[src/rtl/somador_pkg.sv]
// Shared types and elaboration helpers for the chunked sequential adder/subtractor.
package somador_pkg;

  typedef enum logic [0:0] {
    IDLE = 1'b0,
    RUN  = 1'b1
  } state_t;

  // Number of clock cycles (chunks) needed for one operation.
  function automatic int nchunk(input int width, input int chunk);
    return width / chunk;
  endfunction

  function automatic bit chunk_ok(input int width, input int chunk);
    return (chunk >= 1) && (chunk <= width) && ((width % chunk) == 0);
  endfunction

  // Chunk counter width; a single-chunk build still gets a 1-bit counter.
  function automatic int idx_width(input int n);
    return (n > 1) ? $clog2(n) : 1;
  endfunction

endpackage

[src/rtl/somador_sequencial_if.sv]
// Request/result bundle of the sequential adder: operands and start in, status and result out.
interface somador_sequencial_if #(
  parameter int WIDTH = 16
);

  logic             start;
  logic             sub;
  logic [WIDTH-1:0] a;
  logic [WIDTH-1:0] b;
  logic             cin;
  logic             busy;
  logic             done;
  logic [WIDTH-1:0] s;
  logic             cout;
  logic             ovf;

  modport master (
    output start, sub, a, b, cin,
    input  busy, done, s, cout, ovf
  );

  modport slave (
    input  start, sub, a, b, cin,
    output busy, done, s, cout, ovf
  );

endinterface

[src/rtl/somador_bloco.sv]
// Combinational CHUNK-bit ripple adder; also exposes the carry into its MSB for overflow detection.
module somador_bloco #(
  parameter int CHUNK = 4
) (
  input  logic [CHUNK-1:0] a,
  input  logic [CHUNK-1:0] b,
  input  logic             cin,
  output logic [CHUNK-1:0] s,
  output logic             cout,
  output logic             c_msb
);

  // Each stage keeps its own carry nets so the chain is not one self-referencing vector.
  for (genvar gi = 0; gi < CHUNK; gi++) begin : g_bit
    logic ci;
    logic co;

    if (gi == 0) begin : g_first
      assign ci = cin;
    end else begin : g_next
      assign ci = g_bit[gi-1].co;
    end

    assign s[gi] = a[gi] ^ b[gi] ^ ci;
    assign co    = (a[gi] & b[gi]) | (ci & (a[gi] ^ b[gi]));
  end

  assign cout  = g_bit[CHUNK-1].co;
  assign c_msb = g_bit[CHUNK-1].ci;

endmodule

[src/rtl/somador_sequencial.sv]
// Multi-cycle WIDTH-bit adder/subtractor: one CHUNK-bit adder reused LSB chunk first,
// with a registered carry between chunks and a start/busy/done handshake.
module somador_sequencial
  import somador_pkg::*;
#(
  parameter int WIDTH = 16,
  parameter int CHUNK = 4
) (
  input logic                 clk,
  input logic                 rst_n,
  somador_sequencial_if.slave bus
);

  localparam int NCHUNK = nchunk(WIDTH, CHUNK);
  localparam int IDXW   = idx_width(NCHUNK);

  localparam logic [0:0] ST_IDLE = IDLE;
  localparam logic [0:0] ST_RUN  = RUN;

  if (!chunk_ok(WIDTH, CHUNK)) begin : g_cfg_err
    $error("somador_sequencial: WIDTH must be a non-zero multiple of CHUNK");
  end

  logic [0:0]       state_reg;
  logic [IDXW-1:0]  idx_reg;
  logic [WIDTH-1:0] op_a_reg;
  logic [WIDTH-1:0] op_b_reg;
  logic             carry_reg;
  logic [WIDTH-1:0] s_reg;
  logic             cout_reg;
  logic             ovf_reg;
  logic             busy_reg;
  logic             done_reg;

  logic [CHUNK-1:0] a_chunks [NCHUNK];
  logic [CHUNK-1:0] b_chunks [NCHUNK];
  logic [CHUNK-1:0] chunk_a;
  logic [CHUNK-1:0] chunk_b;
  logic [CHUNK-1:0] chunk_sum;
  logic             chunk_cout;
  logic             chunk_cmsb;
  logic             last_chunk;

  for (genvar gi = 0; gi < NCHUNK; gi++) begin : g_chunk
    assign a_chunks[gi] = op_a_reg[gi*CHUNK +: CHUNK];
    assign b_chunks[gi] = op_b_reg[gi*CHUNK +: CHUNK];
  end

  assign chunk_a    = a_chunks[idx_reg];
  assign chunk_b    = b_chunks[idx_reg];
  assign last_chunk = (idx_reg == IDXW'(NCHUNK - 1));

  somador_bloco #(
    .CHUNK (CHUNK)
  ) u_bloco (
    .a     (chunk_a),
    .b     (chunk_b),
    .cin   (carry_reg),
    .s     (chunk_sum),
    .cout  (chunk_cout),
    .c_msb (chunk_cmsb)
  );

  always_ff @(posedge clk or negedge rst_n) begin
    if (!rst_n) begin
      state_reg <= ST_IDLE;
      idx_reg   <= '0;
      op_a_reg  <= '0;
      op_b_reg  <= '0;
      carry_reg <= 1'b0;
      s_reg     <= '0;
      cout_reg  <= 1'b0;
      ovf_reg   <= 1'b0;
      busy_reg  <= 1'b0;
      done_reg  <= 1'b0;
    end else begin
      done_reg <= 1'b0;
      case (state_reg)
        ST_IDLE: begin
          if (bus.start) begin
            // Subtraction is a + ~b + 1: invert B here and seed the carry with 1.
            state_reg <= ST_RUN;
            idx_reg   <= '0;
            op_a_reg  <= bus.a;
            op_b_reg  <= bus.sub ? ~bus.b : bus.b;
            carry_reg <= bus.sub | bus.cin;
            busy_reg  <= 1'b1;
          end
        end
        ST_RUN: begin
          s_reg[idx_reg*CHUNK +: CHUNK] <= chunk_sum;
          carry_reg <= chunk_cout;
          idx_reg   <= idx_reg + IDXW'(1);
          if (last_chunk) begin
            state_reg <= ST_IDLE;
            cout_reg  <= chunk_cout;
            ovf_reg   <= chunk_cmsb ^ chunk_cout;
            busy_reg  <= 1'b0;
            done_reg  <= 1'b1;
          end
        end
        default: begin
          state_reg <= ST_IDLE;
        end
      endcase
    end
  end

  assign bus.busy = busy_reg;
  assign bus.done = done_reg;
  assign bus.s    = s_reg;
  assign bus.cout = cout_reg;
  assign bus.ovf  = ovf_reg;

endmodule

[src/flat_wrapper.sv]
// flat-port wrapper written by rule: the top's interface ports become plain ports
module somador_sequencial_flat import somador_pkg::*;
#(
  parameter int WIDTH = 16,
  parameter int CHUNK = 4
)
  (clk, rst_n, bus_start, bus_sub, bus_a, bus_b, bus_cin, bus_busy, bus_done, bus_s, bus_cout, bus_ovf);
  somador_sequencial_if #(.WIDTH(WIDTH)) bus_i ();
  input logic clk;
  input logic rst_n;
  input wire logic [$bits(bus_i.start)-1:0] bus_start;
  input wire logic [$bits(bus_i.sub)-1:0] bus_sub;
  input wire logic [$bits(bus_i.a)-1:0] bus_a;
  input wire logic [$bits(bus_i.b)-1:0] bus_b;
  input wire logic [$bits(bus_i.cin)-1:0] bus_cin;
  output wire logic [$bits(bus_i.busy)-1:0] bus_busy;
  output wire logic [$bits(bus_i.done)-1:0] bus_done;
  output wire logic [$bits(bus_i.s)-1:0] bus_s;
  output wire logic [$bits(bus_i.cout)-1:0] bus_cout;
  output wire logic [$bits(bus_i.ovf)-1:0] bus_ovf;
  assign bus_i.start = bus_start;
  assign bus_i.sub = bus_sub;
  assign bus_i.a = bus_a;
  assign bus_i.b = bus_b;
  assign bus_i.cin = bus_cin;
  assign bus_busy = bus_i.busy;
  assign bus_done = bus_i.done;
  assign bus_s = bus_i.s;
  assign bus_cout = bus_i.cout;
  assign bus_ovf = bus_i.ovf;
  somador_sequencial #(.WIDTH(WIDTH), .CHUNK(CHUNK)) u_core (.clk(clk), .rst_n(rst_n), .bus(bus_i));
endmodule
[config.mk]
export PLATFORM = sky130hd
export DESIGN_NAME = somador_sequencial_flat
export DESIGN_NICKNAME = d
export VERILOG_FILES = /design/src/rtl/somador_pkg.sv /design/src/rtl/somador_sequencial_if.sv /design/src/rtl/somador_bloco.sv /design/src/rtl/somador_sequencial.sv /design/src/flat_wrapper.sv
export SDC_FILE = /design/constraint.sdc
export NUM_CORES = 1
export LEC_CHECK = 0
export BUFFER_PORTS_ARGS = -buffer_cell sky130_fd_sc_hd__buf_2
export CORE_UTILIZATION = 59
export CTS_CLUSTER_SIZE = 24
export DETAILED_ROUTE_END_ITERATION = 12
export GPL_TIMING_DRIVEN = 0
export PLACE_DENSITY = 0.85
export REMOVE_ABC_BUFFERS = 1
export SKIP_CTS_REPAIR_TIMING = 1
export SYNTH_ARGS = -nofsm -noshare
export SYNTH_HDL_FRONTEND = slang
export SYNTH_HIERARCHICAL = 1
export SYNTH_SLANG_ARGS = --single-unit
[constraint.sdc]
create_clock -name clk -period 5.1 [get_ports clk]
set_input_delay 1.53 -clock clk [delete_from_list [all_inputs] [get_ports clk]]
set_output_delay 1.53 -clock clk [all_outputs]
set_load 0.01 [all_outputs]
==> out/qor.csv, run 1 <==
stage,metric,value,unit
run_status,outcome,"complete, but fails checks",
run_status,violations,DRC,
floorplanning,fp.dieW,70.7,µm
run,drv_cap,0,
floorplanning,std_cell_rows,24,
global_routing,grt_pass1_wl,8360,µm
critical_path,path_delay_family,adder cells,
global_routing,grt_overflow_total,0,
global_routing,antenna_found_initial,0,
floorplanning,coreArea,4440,µm²
critical_path,arrival,3610,ps
place,gp_congestion,0.763,
critical_path,crit_start,u_core/idx_reg[0]$_DFFE_PN0P_,
synth,ys_ff_latch,56,
timing,worst_slew_pin_slew,1200,ps
critical_path,start_kind,flop,
drt,drt_iter0_markers,175,
critical_path,path_buf_inv,2,
synth,ys_types,32,
drt,routed_wl,4870,µm
timing,hold_viol,0,
global_routing,grt_pass1_vias,1800,
cts,path_clk_slew,90,ps
timing,timing.fmax,295,MHz
timing,fin_setup_tns,0,ps
critical_path,ff2ff_setup_slack,1710,ps
cts,cts_tree,built,
pwr,leakage,0.00151,µW
cts,htreeDepth,2,
timing,max_slew_margin,19.9,%
critical_path,rr_startpoint,u_core/idx_reg[0]$_DFFE_PN0P_,
place,place_inst,299,
drt,drc,8,
synth,synth_area,2780,µm²
critical_path,crit_chain,"mux4_2, fa_1, inv_1, fa_1, fa_1, inv_1, fa_1, nand3_1, o2bb2ai_1",
timing,timing.final.crit_share,66.4,%
cts,root_buffer,clkbuf_8,
drt,maxUsedRoutingLayer,met4,
drt,final_antenna_net_count,0,
critical_path,critPathCaptureType,flop,
synth,syn_area_per_cell,13.7,µm²
drt,dr.pass1.iters,8,
critical_path,crit_slowest_cell,dfrtp_1,
timing,finalSetupViolations,0,
critical_path,critPathMaxStageDelay,850,ps
layout,final_cell_mix,"buf_2, dfrtp_1, mux2_2",
floorplanning,io_pins,57,
critical_path,rr_worst_depth,9,
timing,fin_crit,3390,ps
cts,clock-sinks,56,
synth,ys_warn_count,6,
synth,ys_seq_area_share,50.4,%
floorplanning,dieArea,4990,µm²
layout,drive_gt1_share,41.6,%
floorplanning,start_util,62.6,%
drt,vias_per_cell,5.70,
cts,cts_made_buffers,5,
pwr,power_density,676,nW/µm²
layout,num_antenna_cells,0,
timing,rsz0062_at_grt,false,
layout,fillers,322,
hold_path,hold_depth,1,
cts,worstSkewPairLatency,300,ps
floorplanning,die_y,70.7,µm
hold_path,hp-class,flop to flop,
critical_path,cp_common_cell,fa_1,
layout,syn_to_final_growth,12.8,%
hold_path,whs_endpoint,u_core/bus.s[5]$_DFFE_PN0P_,
place,dp_hpwl,3440,µm
synth,syn_inst,203,
pwr,peakVddDrop,0.000290,V
critical_path,required,5320,ps
critical_path,r2r-end,u_core/bus.s[15]$_DFFE_PN0P_,
layout,stdcell_count,307,
global_routing,grt_start_max_net_pins,57,
timing,clock_skew,5.28,ps
critical_path,critPathMaxFanout,18,
hold_path,worst_hold_startpoint,u_core/bus.s[5]$_DFFE_PN0P_,
drt,dr_wl_met3,221,µm
drt,dr_total_vias,1749,
critical_path,critPathKind,flop to flop,
cts,clk_path_buf_depth,2,
timing,drv_slew,0,
drt,met2_length,2520,µm
layout,finalNetCount,301,
drt,met1_length,2070,µm
global_routing,grt.total_usage,22.0,%
drt,post_drt_wl_per_cell,15.8,µm
place,portBuffers,56,
[logic make-up after synthesis]
logic type,synth area share (%)
compound gates,7.38
flops,50.4
fa+ha+maj,5.58
mux,20.5
simple gates,6.21
xor+xnor,5.35
buf+inv,4.59
[worst max path at each step]
stage,depth (start not counted),slack (ps),to
floorplan,2,1550,u_core/op_a_reg[0]$_DFFE_PN0P_
global route,9,1530,u_core/bus.s[15]$_DFFE_PN0P_
CTS,9,1700,u_core/bus.s[15]$_DFFE_PN0P_
detailed placement,9,1700,u_core/bus.s[15]$_DFFE_PN0P_
global placement,3,810,u_core/op_a_reg[14]$_DFFE_PN0P_
finish,9,1710,u_core/bus.s[15]$_DFFE_PN0P_
[where the power goes]
group / switching [µW] / total, µW / internal (µW)
sequential: 165 / 811 / 646
clock: 133 / 244 / 111
combinational: 542 / 1070 / 524
total: 840 / 2120 / 1280
[cell usage after synthesis]
library cell / count / area share (%)
a21bo_2: 1 / 0.36
ha_1: 6 / 2.7
nor2_1: 3 / 0.40
clkbuf_1: 2 / 0.27
mux4_1: 2 / 1.9
o2bb2ai_1: 11 / 3.5
nand2_1: 7 / 0.94
a21boi_0: 3 / 0.81
xnor2_1: 1 / 0.31
xor2_1: 16 / 5.0
inv_1: 11 / 1.5
dfrtp_1: 56 / 50
nand4bb_1: 1 / 0.40
o21a_1: 1 / 0.27
or3b_4: 1 / 0.40
fa_1: 4 / 2.9
nor2b_1: 1 / 0.23
a21oi_1: 2 / 0.36
buf_6: 3 / 1.2
nor3b_1: 2 / 0.54
mux2_2: 34 / 14
or4b_4: 1 / 0.49
buf_4: 4 / 1.1
buf_2: 3 / 0.54
nand3_1: 12 / 2.2
o21ai_0: 1 / 0.18
o31ai_1: 2 / 0.54
mux4_2: 6 / 4.9
a22o_1: 1 / 0.31
a41o_1: 3 / 1.1
and2b_1: 1 / 0.27
and4b_1: 1 / 0.36
[metrics by stage]
| stage | worst slack, ps | hold slack (ps) | instance area (µm²) | power, µW | util (%) |
|---|---|---|---|---|---|
| finish | 1710 | 497 | 3140 | 2120 | 70.6 |
| global route | 1530 | 507 | 3140 | 2290 | 70.6 |
| CTS | 1700 | 500 | 3140 | 2130 | 70.6 |
| detailed placement | 1700 | 475 | 3050 | 1880 | 68.6 |
| global placement | 813 | 470 | 3040 | 1840 | 68.4 |
| floorplan | 1550 | 472 | 2700 | 1570 | - |
[area by class of cell]
cell class,count,area [µm²],share of cell area (%)
flip-flops and latches,56,1400,44.7
multi-input cells,124,1260,40.2
repair buffers,56,280,8.93
clock buffers,8,90.1,2.87
well taps,52,65.1,2.07
inverters,11,41.3,1.32
[layer usage]
metal	global-route usage, %	vias up
met5	0	-
li1	-	821
met4	7.11	0
met2	37.2	50
met3	5.41	6
met1	28.2	872
(Power assumes the default switching activity.)
==> inputs of run 2 (changes only) <==
CORE_UTILIZATION = 49   (was 59)
PLACE_DENSITY = 0.75   (was 0.85)
clock period = 2.85 ns   (was 5.1 ns; I/O delays follow)
==> run 2 against run 1 <==
Compared with the run above:
- worst setup slack lost 1800 ps
- clock power grew 69%
- largest power group unchanged
- the flow finishes with violations (setup timing)
- clock skew shrank 1.3 ps
- largest cell class unchanged
- count of clock-buffer cells in the layout shrank 2
==> out/qor.csv, run 2 (same netlist as run 1, synthesis figures left out) <==
stage,metric,value,unit
floorplanning,start_util,50.8,%
global_routing,grt.total_usage,18.3,%
floorplanning,io_pins,57,
timing,timing.fmax,345,MHz
critical_path,crit_slowest_cell,fa_2,
critical_path,crit_chain,"mux4_2, fa_2, inv_2, fa_2, fa_2, inv_2, fa_2, nand3_2, o2bb2ai_2",
critical_path,critPathCaptureType,flop,
global_routing,grt_start_max_net_pins,57,
floorplanning,fp.dieW,77.3,µm
timing,drv_slew,0,
layout,final_common_cell,buf_2,
drt,vias_per_cell,5.27,
timing,holdWs,497,ps
critical_path,critPathKind,flop to flop,
critical_path,required,3090,ps
timing,finalSetupViolations,3,
cts,cts_tree,built,
cts,worstSkewPairLatency,310,ps
timing,clock_skew,3.94,ps
timing,rsz0062_at_grt,true,
layout,fillers,481,
drt,routed_wl,5120,µm
run,drv_cap,0,
drt,dr.pass1.iters,4,
cts,root_buffer,clkbuf_8,
pwr,power_density,1230,nW/µm²
cts,htreeDepth,2,
global_routing,grt_pass1_vias,1734,
layout,num_antenna_cells,0,
place,portBuffers,56,
critical_path,critPathMaxFanout,7,
pwr,clkPwrFrac,10.4,%
layout,syn_to_final_growth,16.1,%
cts,clock-sinks,56,
pwr,netSwitchingFraction,40.3,%
place,gp_congestion,0.760,
global_routing,grt_overflow_total,0,
timing,setup_ws,-45.2,ps
timing,fin_crit,2900,ps
cts,cts_made_buffers,5,
pwr,leakage,0.00152,µW
drt,drt_iter0_markers,76,
critical_path,start_kind,flop,
drt,post_drt_wl_per_cell,15.5,µm
timing,max_slew_margin,39.0,%
pwr,power_frac_seq,35.9,%
layout,final_cell_mix,"buf_2, dfrtp_1, mux2_2",
place,dp_hpwl,3440,µm
floorplanning,dieArea,5980,µm²
critical_path,arrival,3140,ps
floorplanning,coreArea,5470,µm²
timing,timing.final.crit_share,102,%
layout,drive_gt1_share,47.9,%
global_routing,grt_pass1_wl,8460,µm
critical_path,cp_common_cell,fa_2,
pwr,p_int,2380,µW
pwr,total_power,3980,µW
floorplanning,die_y,77.3,µm
hold_path,hp-class,flop to flop,
pwr,p_sw,1610,µW
drt,final_antenna_net_count,0,
critical_path,critPathMaxStageDelay,620,ps
cts,clk_path_buf_depth,2,
run_status,violations,setup timing,
pwr,peakVddDrop,0.000619,V
global_routing,antenna_found_initial,0,
layout,finalNetCount,306,
floorplanning,std_cell_rows,27,
pwr,p_comb_share,53.7,%
drt,dr_total_vias,1745,
run_status,outcome,"complete, but fails checks",
timing,hold_viol,0,
cts,path_clk_slew,90,ps
drt,drc,0,
timing,worst_slew_pin_slew,914,ps
run 2: cell types whose count changed in the layout (fill, tap and decap cells not counted), sizes merged:
| cell | previous run | this run |
|---|---|---|
| clkbuf | 8 | 7 |
| buf | 56 | 60 |
| clkinv | 0 | 1 |
run 2: final cells by class:
cell class	count	area, µm²	share of cell area [%]
clock buffer	6	72.6	2.25
clock inverter	1	5.00	0.155
inverter	11	41.3	1.28
multi-input combinational	124	1300	40.2
sequential	56	1410	43.5
tap	72	90.1	2.79
timing repair buffer	61	318	9.84
run 2: path summary, 6_finish.rpt:
check	cells after the start	start	endpoint	slack, ps
setup / recovery	9	u_core/idx_reg[0]$_DFFE_PN0P_	u_core/bus.s[3]$_DFFE_PN0P_	-50
min in group asynchronous	1	rst_n	u_core/bus.s[0]$_DFFE_PN0P_	590
hold / removal	1	u_core/bus.s[0]$_DFFE_PN0P_	u_core/bus.s[0]$_DFFE_PN0P_	500
setup reg to reg	9	u_core/idx_reg[0]$_DFFE_PN0P_	u_core/bus.s[3]$_DFFE_PN0P_	-50
max in group asynchronous	1	rst_n	u_core/idx_reg[0]$_DFFE_PN0P_	1750
hold reg to reg	1	u_core/bus.s[0]$_DFFE_PN0P_	u_core/bus.s[0]$_DFFE_PN0P_	500
run 2: worst max-delay path, delay by kind of cell, from the launching register on:
kind / cells / cell delay, ps
simple gates: 1 / 90
flops: 1 / 480
buf+inv: 2 / 120
mux: 1 / 550
compound gates: 1 / 170
fa+ha+maj: 4 / 1410
run 2: stage by stage:
step                TNS, ps  utilization [%]  area, µm²  worst slack [ps]  instances
finish                 -112             59.0       3230             -45.2        331
global route           -540             59.0       3230              -157        331
CTS                   -4850             57.6       3150              -587        326
detailed placement    -4610             56.2       3070              -567        319
global placement     -32240             56.0       3070              -861        319
floorplan             -1410                -       2700              -116        191
run 2: per-layer routing:
metal	up-vias	GRT usage [%]	part of all wire (%)
li1	832	-	-
met1	863	25.4	46
met2	45	28.4	48
met3	5	4.94	4.7
met4	0	5.09	0.86
met5	-	0	0
run 2: power by group through the flow:
stage               sequential, µW  combinational [µW]  clock, µW
finish                        1430                2140        413
CTS                           1460                1920        427
floorplan                     1420                1380          0
global route                  1480                2350        462
detailed placement            1480                1910          0
global placement              1450                1880          0
